## config.mk

```make
export PLATFORM = sky130hd
export DESIGN_NAME = drc_dvp_sampler
export DESIGN_NICKNAME = d
export VERILOG_FILES = /design/src/rtl/drc_dvp_sampler.sv
export SDC_FILE = /design/constraint.sdc
export NUM_CORES = 1
export LEC_CHECK = 0
export CAP_MARGIN = 25
export CORE_ASPECT_RATIO = 1.25
export CORE_MARGIN = 5
export CORE_UTILIZATION = 45
export DETAILED_ROUTE_END_ITERATION = 10
export PLACE_DENSITY_LB_ADDON = 0.05
export SYNTH_ARGS = -nofsm -noshare
export SYNTH_HDL_FRONTEND = slang
export SYNTH_SLANG_ARGS = --single-unit
```

## constraint.sdc

```tcl
create_clock -name clk -period 2.1 [get_ports clk]
set_clock_uncertainty 0.1 [all_clocks]
set_input_delay 0.315 -clock clk [delete_from_list [all_inputs] [get_ports clk]]
set_output_delay 0.315 -clock clk [all_outputs]
set_load 0.02 [all_outputs]
```

## src/rtl/drc_dvp_sampler.sv

```systemverilog
// DVP input sampler: synchronises the camera pins, detects the selected
// PCLK edge, captures aligned pixels, flags frame/line events and
// watches for a stalled PCLK.
module drc_dvp_sampler #(
  parameter int unsigned DATA_W      = 8,
  parameter int unsigned SYNC_STAGES = 2,
  parameter int unsigned PCLK_EDGE   = 1,
  parameter int unsigned VSYNC_POL   = 1,
  parameter int unsigned CNT_W       = 12,
  parameter int unsigned TIMEOUT_W   = 8
) (
  input  logic                 clk,
  input  logic                 rst_n,
  input  logic                 en_i,
  input  logic [TIMEOUT_W-1:0] timeout_lmt_i,
  input  logic                 dvp_pclk_i,
  input  logic                 dvp_href_i,
  input  logic                 dvp_vsync_i,
  input  logic [DATA_W-1:0]    dvp_data_i,
  output logic                 pix_vld_o,
  output logic [DATA_W-1:0]    pix_data_o,
  output logic [CNT_W-1:0]     pix_cnt_o,
  output logic                 sof_o,
  output logic                 eol_o,
  output logic                 pclk_lost_o,
  output logic                 armed_o
);

  localparam int unsigned SYNC_W    = DATA_W + 3;
  localparam logic        EDGE_RISE = (PCLK_EDGE != 0);
  localparam logic        VPOL      = (VSYNC_POL != 0);
  localparam logic [CNT_W-1:0] CNT_MAX = '1;

  typedef enum logic [1:0] {
    IDLE     = 2'd0,
    WAIT_SOF = 2'd1,
    ACTIVE   = 2'd2
  } state_e;

  logic [SYNC_W-1:0]    sync_q [SYNC_STAGES];
  logic                 pclk_s, href_s, vsync_s;
  logic [DATA_W-1:0]    data_s;
  logic                 pclk_d, href_q, vact_q;
  logic                 edge_c, vact_c;

  state_e               state_q, state_nx;
  logic [CNT_W-1:0]     idx_q, idx_nx, cnt_nx;
  logic [DATA_W-1:0]    data_nx;
  logic                 vld_nx, sof_nx, eol_nx;
  logic [TIMEOUT_W-1:0] wd_q, wd_nx;
  logic                 lost_nx;

  // Identical synchroniser chains keep data/HREF/VSYNC aligned to PCLK
  always_ff @(posedge clk) begin
    if (!rst_n) begin
      for (int i = 0; i < SYNC_STAGES; i++) sync_q[i] <= '0;
    end else begin
      sync_q[0] <= {dvp_pclk_i, dvp_href_i, dvp_vsync_i, dvp_data_i};
      for (int i = 1; i < SYNC_STAGES; i++) sync_q[i] <= sync_q[i-1];
    end
  end

  assign {pclk_s, href_s, vsync_s, data_s} = sync_q[SYNC_STAGES-1];

  assign edge_c = EDGE_RISE ? (pclk_s & ~pclk_d) : (~pclk_s & pclk_d);
  assign vact_c = ~(vsync_s ^ VPOL);

  // Previous PCLK level and the HREF/blanking state seen at the last edge
  always_ff @(posedge clk) begin
    if (!rst_n) begin
      pclk_d <= 1'b0;
      href_q <= 1'b0;
      vact_q <= 1'b0;
    end else begin
      pclk_d <= pclk_s;
      if (edge_c) begin
        href_q <= href_s;
        vact_q <= vact_c;
      end
    end
  end

  // Capture state machine: next state and next registered outputs
  always_comb begin
    state_nx = state_q;
    idx_nx   = idx_q;
    cnt_nx   = pix_cnt_o;
    data_nx  = pix_data_o;
    vld_nx   = 1'b0;
    sof_nx   = 1'b0;
    eol_nx   = 1'b0;
    case (state_q)
      IDLE: begin
        if (en_i) state_nx = WAIT_SOF;
      end
      WAIT_SOF: begin
        if (edge_c && vact_q && !vact_c) begin
          state_nx = ACTIVE;
          sof_nx   = 1'b1;
        end
      end
      ACTIVE: begin
        if (edge_c) begin
          if (href_s && !vact_c) begin
            vld_nx  = 1'b1;
            data_nx = data_s;
            cnt_nx  = idx_q;
            if (idx_q != CNT_MAX) idx_nx = idx_q + CNT_W'(1);
          end
          if (href_q && !href_s) begin
            eol_nx = 1'b1;
            cnt_nx = '0;
            idx_nx = '0;
          end
          if (!vact_q && vact_c) begin
            state_nx = WAIT_SOF;
            cnt_nx   = '0;
            idx_nx   = '0;
          end
        end
      end
      default: state_nx = IDLE;
    endcase
    if (!en_i) begin
      state_nx = IDLE;
      vld_nx   = 1'b0;
      sof_nx   = 1'b0;
      eol_nx   = 1'b0;
      cnt_nx   = '0;
      idx_nx   = '0;
    end
  end

  // State register and registered capture outputs
  always_ff @(posedge clk) begin
    if (!rst_n) begin
      state_q    <= IDLE;
      idx_q      <= '0;
      pix_cnt_o  <= '0;
      pix_data_o <= '0;
      pix_vld_o  <= 1'b0;
      sof_o      <= 1'b0;
      eol_o      <= 1'b0;
      armed_o    <= 1'b0;
    end else begin
      state_q    <= state_nx;
      idx_q      <= idx_nx;
      pix_cnt_o  <= cnt_nx;
      pix_data_o <= data_nx;
      pix_vld_o  <= vld_nx;
      sof_o      <= sof_nx;
      eol_o      <= eol_nx;
      armed_o    <= (state_nx == ACTIVE);
    end
  end

  // Watchdog: clear on every PCLK edge, otherwise count up to the limit
  always_comb begin
    if (edge_c)                     wd_nx = '0;
    else if (wd_q < timeout_lmt_i)  wd_nx = wd_q + TIMEOUT_W'(1);
    else                            wd_nx = timeout_lmt_i;
    lost_nx = (wd_nx == timeout_lmt_i) && (timeout_lmt_i != '0);
  end

  // Watchdog count and PCLK-lost flag
  always_ff @(posedge clk) begin
    if (!rst_n) begin
      wd_q        <= '0;
      pclk_lost_o <= 1'b0;
    end else begin
      wd_q        <= wd_nx;
      pclk_lost_o <= lost_nx;
    end
  end

endmodule

```

==> flow_summary_export.csv <==
group,metric,value,unit
synth,synthAdderAreaFrac,0.0379,
placement,gp_congestion,0.871,
synth,yosysTopAreaCellShare,0.485,
hold_path,holdPathEnd,"wd_q[1]",
layout,final_cell_mix,"dfxtp_1, clkdlybuf4s50_1, nor2_1, nand2_1, and2_1",
hold_path,hp-start,"timeout_lmt_i[1]",
placement,dp_hpwl,4.72,mm
layout,area_delta_synth_final,32.6,%
worst_setup_path,cp-start-kind,"input pin",
sta,hold_viol_final,0,
hold_path,hp-class,"input pin to register",
clocking,htree_num_levels,3,
layout,layout_commonest_cell,"dfxtp_1",
floorplan,num_io_pins,47,
floorplan,dieWidth,82.7,um
global_routing,grt_max_degree,28,
worst_setup_path,cp_data_arrival_time,2.12,ns
route,ant_nets,0,
sta,min_period,1.99,ns
layout,nets,422,
route,routed_via_density,5.04,
sta,tightest_slew,0.560,ns
synth,post_synth_num_cell_types,43,
clocking,cts_root_buffer,"clkbuf_8",
route,wirelength,6.58,mm
floorplan,std_cell_rows,33,
power,power_density,683,nW/um2
worst_setup_path,rrSetupSlack,0.11,ns
global_routing,grt.overflow.total,0,
synth,synth_seq_cells,72,
sta,finalMaxSlewViolations,0,
worst_setup_path,endpoint_kind,"register",
synth,ys_warn_count,0,
worst_setup_path,path_max_fanout,8,
layout,design_area,3940,um2
floorplan,core_area,6480,um2
power,p_leak,1.50,nW
layout,drive_gt1_frac,0.149,
worst_setup_path,r2r-end,"wd_q[1]",
synth,yosys.area_share.simple,0.246,
worst_setup_path,critical_path_class,"input pin to register",
clocking,cts_buffers,9,
route,vias,2435,
floorplan,start_util,0.458,
global_routing,grt_pass1_vias,2354,
worst_setup_path,crit_required,2.23,ns
synth,async_reset_ff_frac,0,
route,detail_route.first_pass.iterations,4,
placement,io_buffer_count,46,
layout,fin_cells,483,
floorplan,dieArea,8340,um2
synth,mappedNetlistArea,2970,um2
outcome,status,"complete, no violations",
placement,place_area,3670,um2
synth,synth_compound_gate_area_share,0.149,
clocking,clock-sinks,72,
power,ir_worst_vdd,521,uV
sta,rsz0062_at_grt,"false",
floorplan,die_h,101,um
synth,syn-num-nets,354,
sta,relSlewSlack,0.627,
synth,netlist_top_cells_area,"dfxtp_1, and2_1, nor2_1",
synth,yosysSeqAreaShare,0.485,
worst_setup_path,reg2reg_from,"wd_q[5]",
synth,syn_avg_cell_area,9.20,um2
global_routing,groute.usage.overall,0.168,
sta,post-route-period-util,0.947,
synth,synth_xor_area_frac,0.0383,
synth,ys.flop_type,"dfxtp_1",
run,maxCapViolations,0,
hold_path,min_path_cells,4,
worst_setup_path,startpoint,"timeout_lmt_i[6]",
route,drc_errors,0,
sta,timing.fmax,503,MHz
synth,netlist_instances,323,
global_routing,antenna_found_initial,0,
clocking,tritoncts,"done",
route,wl_per_cell,13.6,um
synth,synth_top_family_by_area,"simple AND/OR/NAND/NOR gates",
synth,synth_top_cell_by_area,"dfxtp_1",
synth,synth_edf_count,0,
placement,dp_cells,465,
synth,synth_mux_area_frac,0.0135,
clocking,clk_pin_slew,0.08,ns
clocking,cts_buffer_depth,2,
clocking,clk_latency,0.33,ns
global_routing,grt_pass1_wl,10.7,mm
sta,setup_viol,0,
route,drt_iter0_drc,67,
worst_setup_path,rr_worst_depth,8,
layout,diodes,0,
-- how the worst max path moves through the flow --
stage                        to  slack [ns]  depth (start not counted)
floorplan               wd_q[3]        0.10                          9
global placement    pclk_lost_o       -0.30                         10
detailed placement  pclk_lost_o       -0.36                         10
CTS                 pclk_lost_o       0.009                         10
global route          idx_q[11]       0.009                          7
finish                  wd_q[1]        0.11                          9
-- layout make-up --
| type | instances | area, um2 |
|---|---|---|
| Fill cell | 614 | 2540 |
| Multi-Input combinational cell | 228 | 1470 |
| Sequential cell | 72 | 1440 |
| Timing Repair Buffer | 72 | 693 |
| Clock buffer | 9 | 124 |
| Tap cell | 87 | 109 |
| Clock inverter | 7 | 71.3 |
| Inverter | 8 | 30.0 |
-- stage by stage --
stage | power (W) | setup TNS [ns] | util | hold WS [ns] | setup slack (ns)
floorplan | 0.00154 | 0 | - | 0.312 | 0.103
global placement | 0.00164 | -2.36 | 0.566 | 0.314 | -0.303
detailed placement | 0.00165 | -3.00 | 0.566 | 0.319 | -0.360
CTS | 0.00272 | 0 | 0.597 | 0.338 | 0.00900
global route | 0.00281 | 0 | 0.608 | 0.309 | 0.00948
finish | 0.00269 | 0 | 0.608 | 0.280 | 0.110
-- report_power, final --
part	switching (W)	internal, W
clock network	0.000519	0.000548
registers	0.0000205	0.00139
logic	0.0000928	0.000118
-- kinds of logic after synthesis --
logic type | count (synthesis)
simple gates | 138
flops | 72
compound gates | 64
buf+inv | 23
xor+xnor | 13
fa+ha+maj | 9
mux | 4
-- flip-flops by register name, indices dropped and copies added, names as in the netlist, 2 cells and up --
signal,cells
state_q,2
sync_q,22
wd_q,8
pix_cnt_o,12
pix_data_o,8
idx_q,12
-- worst max-delay path, cell delays in order --
cell and delay, ns:
clkdlybuf4s50_1 0.48, inv_1 0.05, ha_1 0.31, a21o_1 0.17, a21oi_2 0.13, o31a_1 0.25, buf_12 0.16, mux2i_2 0.20
nor2_1 0.05
-- timing repair --
| item | 4_1_cts | 5_1_grt |
|---|---|---|
| hold buffers | 0 | 0 |
| gates resized for setup | 0 | 11 |
| buffers inserted | 0 | 1 |
| setup endpoints to repair | 0 | 22 |
-- synthesized netlist by cell type, types with 2 or more instances --
master and number:
a211oi_1 7, a21boi_0 10, a21o_1 4, a21oi_1 11, a22oi_1 13, a31oi_1 3
and2_1 25, and3_1 3, and4_1 2, buf_2 3, clkbuf_1 12, dfxtp_1 72
ha_1 9, inv_1 8, mux2i_1 4, nand2_1 32, nand2b_1 4, nand3_1 8
nand4_1 5, nor2_1 40, nor2b_1 3, nor3_1 3, nor4_1 3, o21ai_0 7
or3_1 3, xnor2_1 9, xor2_1 4
-- per-layer routing --
layer | vias up | GRT usage | wire length [um] | part of all wire
li1 | 1249 | - | - | -
met1 | 1124 | 0.204 | 2910 | 0.44
met2 | 54 | 0.272 | 3220 | 0.49
met3 | 8 | 0.0599 | 350 | 0.053
met4 | 0 | 0.0616 | 91 | 0.014
met5 | - | 0 | 0 | 0
Note: power is estimated with default switching activity, not from simulation.
